--- src/rtl/between_to_in.sv ---
// between_to_in: receive stage of the 8-bit parallel link. It captures a byte on tsent, acknowledges it with trecieve, and buffers it in an FWFT FIFO.
// Optional macro BETWEEN_SYNC_EN places a 2-flop synchronizer on tsent.
module between_to_in #(
  parameter int DEPTH  = 4,
  parameter int ADDR_W = 2,
  parameter int CNT_W  = 16
) (
  input  logic              clk,
  input  logic              reset,
  input  logic              t0,
  input  logic              t1,
  input  logic              t2,
  input  logic              t3,
  input  logic              t4,
  input  logic              t5,
  input  logic              t6,
  input  logic              t7,
  input  logic              tsent,
  output logic              trecieve,
  output logic [7:0]        dout,
  output logic              dvalid,
  input  logic              dready,
  output logic [ADDR_W:0]   level,
  output logic [CNT_W-1:0]  rx_count
);

  typedef enum logic {S_IDLE, S_ACK} state_t;

  localparam logic [ADDR_W:0] L_FULL = (ADDR_W + 1)'(DEPTH);

  state_t             r_state;
  state_t             w_state_next;
  logic               r_trecieve;
  logic [7:0]         r_mem [DEPTH];
  logic [ADDR_W-1:0]  r_wr_ptr;
  logic [ADDR_W-1:0]  r_rd_ptr;
  logic [ADDR_W:0]    r_level;
  logic [CNT_W-1:0]   r_rx_count;
  logic               w_tsent_s;
  logic               w_push;
  logic               w_pop;
  logic               w_full;
  logic [7:0]         w_byte;

  // t0 is the MSB of the link byte.
  assign w_byte = {t0, t1, t2, t3, t4, t5, t6, t7};

`ifdef BETWEEN_SYNC_EN
  logic [1:0] r_sync;
  always_ff @(posedge clk) begin
    if (reset) r_sync <= '0;
    else       r_sync <= {r_sync[0], tsent};
  end
  assign w_tsent_s = r_sync[1];
`else
  assign w_tsent_s = tsent;
`endif

  // Full is judged on the pre-pop level, so a same-cycle pop never unblocks a capture.
  assign w_full = (r_level == L_FULL);
  assign dvalid = (r_level != '0);
  assign w_pop  = dvalid && dready;

  always_comb begin
    // NOTE: every output of this block gets a default first so no latch is inferred.
    w_state_next = r_state;
    w_push       = 1'b0;
    case (r_state)
      S_IDLE: begin
        if (w_tsent_s && !w_full) begin
          w_push       = 1'b1;
          w_state_next = S_ACK;
        end
      end
      S_ACK: begin
        if (!w_tsent_s) w_state_next = S_IDLE;
      end
      default: w_state_next = S_IDLE;
    endcase
  end

  // NOTE: sequential state uses non-blocking assignments only, so every flop samples pre-edge values.
  always_ff @(posedge clk) begin
    if (reset) begin
      r_state    <= S_IDLE;
      r_trecieve <= 1'b0;
      r_wr_ptr   <= '0;
      r_rd_ptr   <= '0;
      r_level    <= '0;
      r_rx_count <= '0;
    end else begin
      r_state    <= w_state_next;
      r_trecieve <= (w_state_next == S_ACK);
      if (w_push) begin
        r_wr_ptr   <= r_wr_ptr + 1'b1;
        r_rx_count <= r_rx_count + 1'b1;
      end
      if (w_pop) r_rd_ptr <= r_rd_ptr + 1'b1;
      case ({w_push, w_pop})
        2'b10:   r_level <= r_level + 1'b1;
        2'b01:   r_level <= r_level - 1'b1;
        default: r_level <= r_level;
      endcase
    end
  end

  // NOTE: the storage array has no reset; dout is masked while empty, so stale entries are never visible.
  always_ff @(posedge clk) begin
    if (w_push) r_mem[r_wr_ptr] <= w_byte;
  end

  assign dout     = dvalid ? r_mem[r_rd_ptr] : 8'h00;
  assign trecieve = r_trecieve;
  assign level    = r_level;
  assign rx_count = r_rx_count;

endmodule

--- config.mk ---
export PLATFORM = sky130hd
export DESIGN_NAME = between_to_in
export DESIGN_NICKNAME = d
export VERILOG_FILES = /design/src/rtl/between_to_in.sv
export SDC_FILE = /design/constraint.sdc
export NUM_CORES = 1
export LEC_CHECK = 0
export CAP_MARGIN = 20
export CORE_AREA = 4 4 75 77
export DETAILED_ROUTE_END_ITERATION = 8
export DIE_AREA = 0 0 79 81
export PLACE_DENSITY_LB_ADDON = 0.25
export SLEW_MARGIN = 5
export SYNTH_ARGS = -nofsm -noshare
export SYNTH_HDL_FRONTEND = slang
export SYNTH_SLANG_ARGS = --single-unit
--- constraint.sdc ---
create_clock -name clk -period 2.4 [get_ports clk]
set_clock_uncertainty 0.05 [all_clocks]
set_input_delay 0.36 -clock clk [delete_from_list [all_inputs] [get_ports clk]]
set_output_delay 0.36 -clock clk [all_outputs]
set_load 0.05 [all_outputs]
## After elaboration in Yosys (flattened, before gate mapping)

Memory sizes are Yosys's and may differ from the RTL's. A register that Yosys moved wholly into a read port is not among the register bits.
Cells that the tools add are included.

- Add/sub/neg operators: 5
- Eq/ne operators: 3
- Mux-type cells: 10
- Bitwise logic cells: 1
- Reductions and logical operators: 5

Operators by type and width:

| operator | number |
|---|---|
| 16-bit by 1-bit adder with 16-bit output, second input constant | 1 |
| 8-bit two-way mux | 1 |
| 3-bit case mux with 2 select lines | 1 |
| 1-bit two-way mux | 5 |
| 2-bit by 1-bit adder with 2-bit output, second input constant | 2 |
| 2-bit two-way mux | 2 |
| 3-bit by 1-bit adder with 3-bit output, second input constant | 1 |
| 3-bit == test, second input constant | 1 |
| 3-bit nonzero test | 1 |
| 3-bit by 1-bit subtractor with 3-bit output, second input constant | 1 |
| 2-bit by 1-bit == test with 1-bit output, second input constant | 1 |
| 2-bit == test, second input constant | 1 |
| 1-bit logical AND | 2 |
| 1-bit case mux with 2 select lines | 1 |
| 2-bit nonzero test | 1 |
| 1-bit zero test | 1 |
| 1-bit NOT | 1 |

- Flip-flop bits (word level): 24
- RAM bits: 32
- Bits of input ports: 12
- Output and inout bits: 29
- Word-level logic and storage cells: 30
- Memories: 1

Memory list:

| memory | words | width | read ports | clocked after memory_dff | write ports | RTL line | RTL |
|---|---|---|---|---|---|---|---|
| r_mem | 4 | 8 | 1 | 1 | 1 | 34 | `logic [7:0] r_mem [DEPTH];` |

## Depth between registers and ports, before layout

Gate-level depths: netlist of the first run.

- Depth in word-level cells: 7
- Gate-level depth with buffers: 9

## Worst setup path before layout of the first run

Ideal clock, no wire load.

- Path type: register to register
- Start point: register r_level[2] (netlist: level[2])
- End point: register r_level[2] (netlist: level[2])
- Arrival time: 2525 ps
- Data required time: 2280 ps
- Path slack: -244 ps
- Cell stages (with the launch flop): 10
- Path buffers: 0
- Clock period less this slack: 2644 ps
- Path through: dfxtp_1 -> nor3b_2 -> nor2_1 -> inv_1 -> ha_1 -> inv_1 -> fa_1 -> xor2_1 -> or3_1 -> a21oi_1

- Word-level cells in the longest chain between the ends: 7
- Elaborated cells between the ends (all ways): 13

RTL lines:

| what | RTL line | RTL |
|---|---|---|
| from (decl) | 37 | `logic [ADDR_W:0] r_level;` |
| from (signal assigned) | 100 | `2'b10: r_level <= r_level + 1'b1;` |
| from (signal assigned) | 101 | `2'b01: r_level <= r_level - 1'b1;` |
| from (signal assigned) | 102 | `default: r_level <= r_level;` |
| 3-bit == test | 60 | `assign w_full = (r_level == L_FULL);` |
| 1-bit zero test | 70 | `if (w_tsent_s && !w_full) begin` |
| 1-bit logical AND | 70 |  |
| 1-bit two-way mux | 70 |  |
| 1-bit two-way mux | 68 | `case (r_state)` |
| 2-bit by 1-bit == test with 1-bit output / 2-bit == test (equally long branches) | 99 | `case ({w_push, w_pop})` |
| 3-bit case mux with 2 select lines / 2-bit nonzero test (equally long branches) | - |  |

Several ways; a longest one is shown, not always the timed one.
A chain may end at the register's enable or synchronous reset.

## Worst setup path after layout of the first run

- Start point: register r_level[0] (netlist: level[0])
- End point: register r_level[2] (netlist: level[2])

The elaborated chain is that of the path after synthesis.

==> results of run 1 <==
[routing by layer]
layer  vias to the layer above  global-route usage, %
met1                       788                   19.9
met2                        39                   25.3
met5                         -                      0
li1                        798                      -
met4                         0                   8.93
met3                        12                   5.21
[layout by cell type (no fill, tap or decap), types with 6 or more instances in the layout]
master and count:
edfxtp_1 32, clkdlybuf4s50_1 31, dfxtp_1 24, buf_4 18, nor2_1 17, a21oi_1 11, clkbuf_8 10, and2_1 9
nand2_1 9, xnor2_1 9, or3_1 8, mux4_2 8, inv_1 7, o21ai_0 7, nand3_1 6, ha_1 6
[sequential cells by signal (all words and copies together) (netlist names), named ones only]
| register | cells |
|---|---|
| level | 3 |
| r_mem | 32 |
| r_rd_ptr | 2 |
| r_wr_ptr | 2 |
| rx_count | 16 |
| trecieve | 1 |
[critical path: stages, from the launching register on]
cell     delay [ns]
dfxtp_1        0.38
nor3b_4        0.26
nor2_1         0.10
inv_1          0.08
ha_1           0.18
inv_1          0.06
fa_1           0.37
xor2_1         0.16
or3_1          0.31
a21oi_1        0.15
[cells by family after synthesis]
group	after synthesis	synth area share, %
buffers and inverters	14	2.22
adder cells (fa/ha/maj)	7	3.93
multiplexers	8	7.44
XOR/XNOR	13	4.70
flip-flops	58	61.2
AND/OR/NAND/NOR	71	16.5
AO/OA/AOI/OAI	19	4.08
[power by group through the flow]
stage          sequential (µW)  clock (µW)  combinational [µW]
2_1_floorplan             1330           0                 804
3_3_place_gp              1260           0                1250
3_5_place_dp              1260           0                1260
4_1_cts                   1240         952                1270
5_1_grt                   1250         996                1340
6_report                  1240         933                1260
[worst paths after layout]
| check | end | cells after the start |
|---|---|---|
| min | rx_count[15] | 2 |
| max reg2reg | level[2] | 9 |
| min reg2reg | rx_count[15] | 2 |
| max | level[2] | 9 |
[layout make-up]
class,instances,area [µm²]
Timing Repair Buffer,49,445
Tap cell,70,87.6
Fill cell,415,1860
Sequential cell,58,1480
Multi-Input combinational cell,118,893
Clock inverter,4,47.5
Inverter,7,26.3
Clock buffer,12,166
[stage by stage]
step | setup WS [ns] | std cells | area (µm²) | TNS (ns) | utilization, %
after CTS | 0.219 | 318 | 3150 | 0 | 62.9
after global placement | 0.0670 | 302 | 2940 | 0 | 58.6
final | 0.222 | 318 | 3150 | 0 | 62.9
after global routing | 0.0754 | 318 | 3150 | 0 | 62.9
after detailed placement | 0.0155 | 302 | 2940 | 0 | 58.6
after floorplan | -0.0311 | 190 | 2430 | -0.0311 | -
==> flow_summary.yaml, run 1 <==
status:
  status: "complete, no violations"
floorplanning:
  design.die.area_mm2: 0.00640
  start_util_pct: 48.4
  fp.coreArea_mm2: 0.00501
  die_w_um: 79
  io-pin-count: 41
  die_h_um: 81
  rows: 26
sta:
  period_minus_slack_ns: 2.18
  setup_viol: 0
  finalHoldViolCount: 0
  worst_slew_pin_slew_ns: 0.502
  hold_slack_ns: 0.434
  slew_violations: 0
  rsz0062_at_grt: "false"
  fin_crit_sh_pct: 90.7
  worst_slew_margin_rel_pct: 66.4
  max_freq_ghz: 0.459
clocking:
  insertion_delay_ns: 0.33
  ctsResizeCount: 0
  cts_setup_buffers: 0
  h-tree-depth: 3
  cts_tree: "built"
  cts.sinks: 58
  path_clk_slew_ns: 0.06
  root_buffer: "clkbuf_8"
  postCtsHoldBufs: 0
  cts_made_buffers: 9
  clk_path_buf_depth: 2
power_and_ir_drop:
  seq_power_share_pct: 36.1
  p_clk_share_pct: 27.2
  peakVddDrop_v: 0.000477
  p_leak_uw: 0.00108
  p_total_uw: 3430
  powerDensity_mw_per_mm2: 1090
  comb_power_share_pct: 36.7
  p_int_uw: 2200
  swShare_pct: 36.0
  p_switching_uw: 1230
critical_path:
  crit_path_end_kind: "flop"
  crit_arrival_ns: 2.38
  cp-start-kind: "flop"
  rrSetupSlack_ns: 0.22
  r2r_start: "level[0]"
  worstPathMaxFanout: 6
  required_ns: 2.60
  cp-startpoint: "level[0]"
  worstSetupPathType: "reg -> reg"
worst_hold_path:
  worstHoldPathType: "reg -> reg"
  min_from: "rx_count[15]"
routing:
  met3_length_um: 223
  totalWireLength_um: 4580
  drc: 0
  wl_met2_um: 2280
  num_vias: 1637
  dr.max_layer_used: "met4"
  ant_nets: 0
  drt_first_pass_iters: 4
  wire_per_inst_um: 14.4
  via_per_inst: 5.15
  drt-initial-drc-count: 88
  wl_met1_um: 1990
synthesis:
  synth-seq-cells: 58
  yosysTopAreaCell: "edfxtp_1"
  netlist.area_leader.share_pct: 39.7
  synth.most_common_cell: "edfxtp_1"
  syn-instance-count: 190
  synth-edff-count: 32
  ys.flop_type: "edfxtp_1"
  netlist_top_cells_area: "edfxtp_1, dfxtp_1, mux4_2"
  syn_area_per_cell_um2: 12.7
  synthArstFlopShare_pct: 0
  syn_nets: 209
  syn_area_mm2: 0.00242
  yosys_warnings: 0
  synth_cell_types: 30
  netlist_top_cells_count: "edfxtp_1, dfxtp_1, nor2_1"
  synth_seq_area_share_pct: 61.2
cells_and_area:
  drive_above_1_share_pct: 18.5
  area_delta_synth_final_pct: 30.1
  fin_nets: 262
  antennaDiodeCount: 0
global_routing:
  antenna_found_initial: 0
  grt_start_max_net_pins: 26
  grt_pass1_wl_um: 7780
  grt_pass1_vias: 1666
  gr-usage-all-layers_pct: 16.2
  grt_overflow: 0
run:
  cap_viol_max_count: 0
place:
  gp_congestion: 0.804
  port_buffers: 40
  dp_hpwl_um: 3160
No activity file was read; power rests on OpenSTA's default activity.
==> run 2: changes to the inputs <==
SLEW_MARGIN = 15   (was 5)
==> results of run 2 <==
Final layout, timing and power as in run 1 (identical DEF).
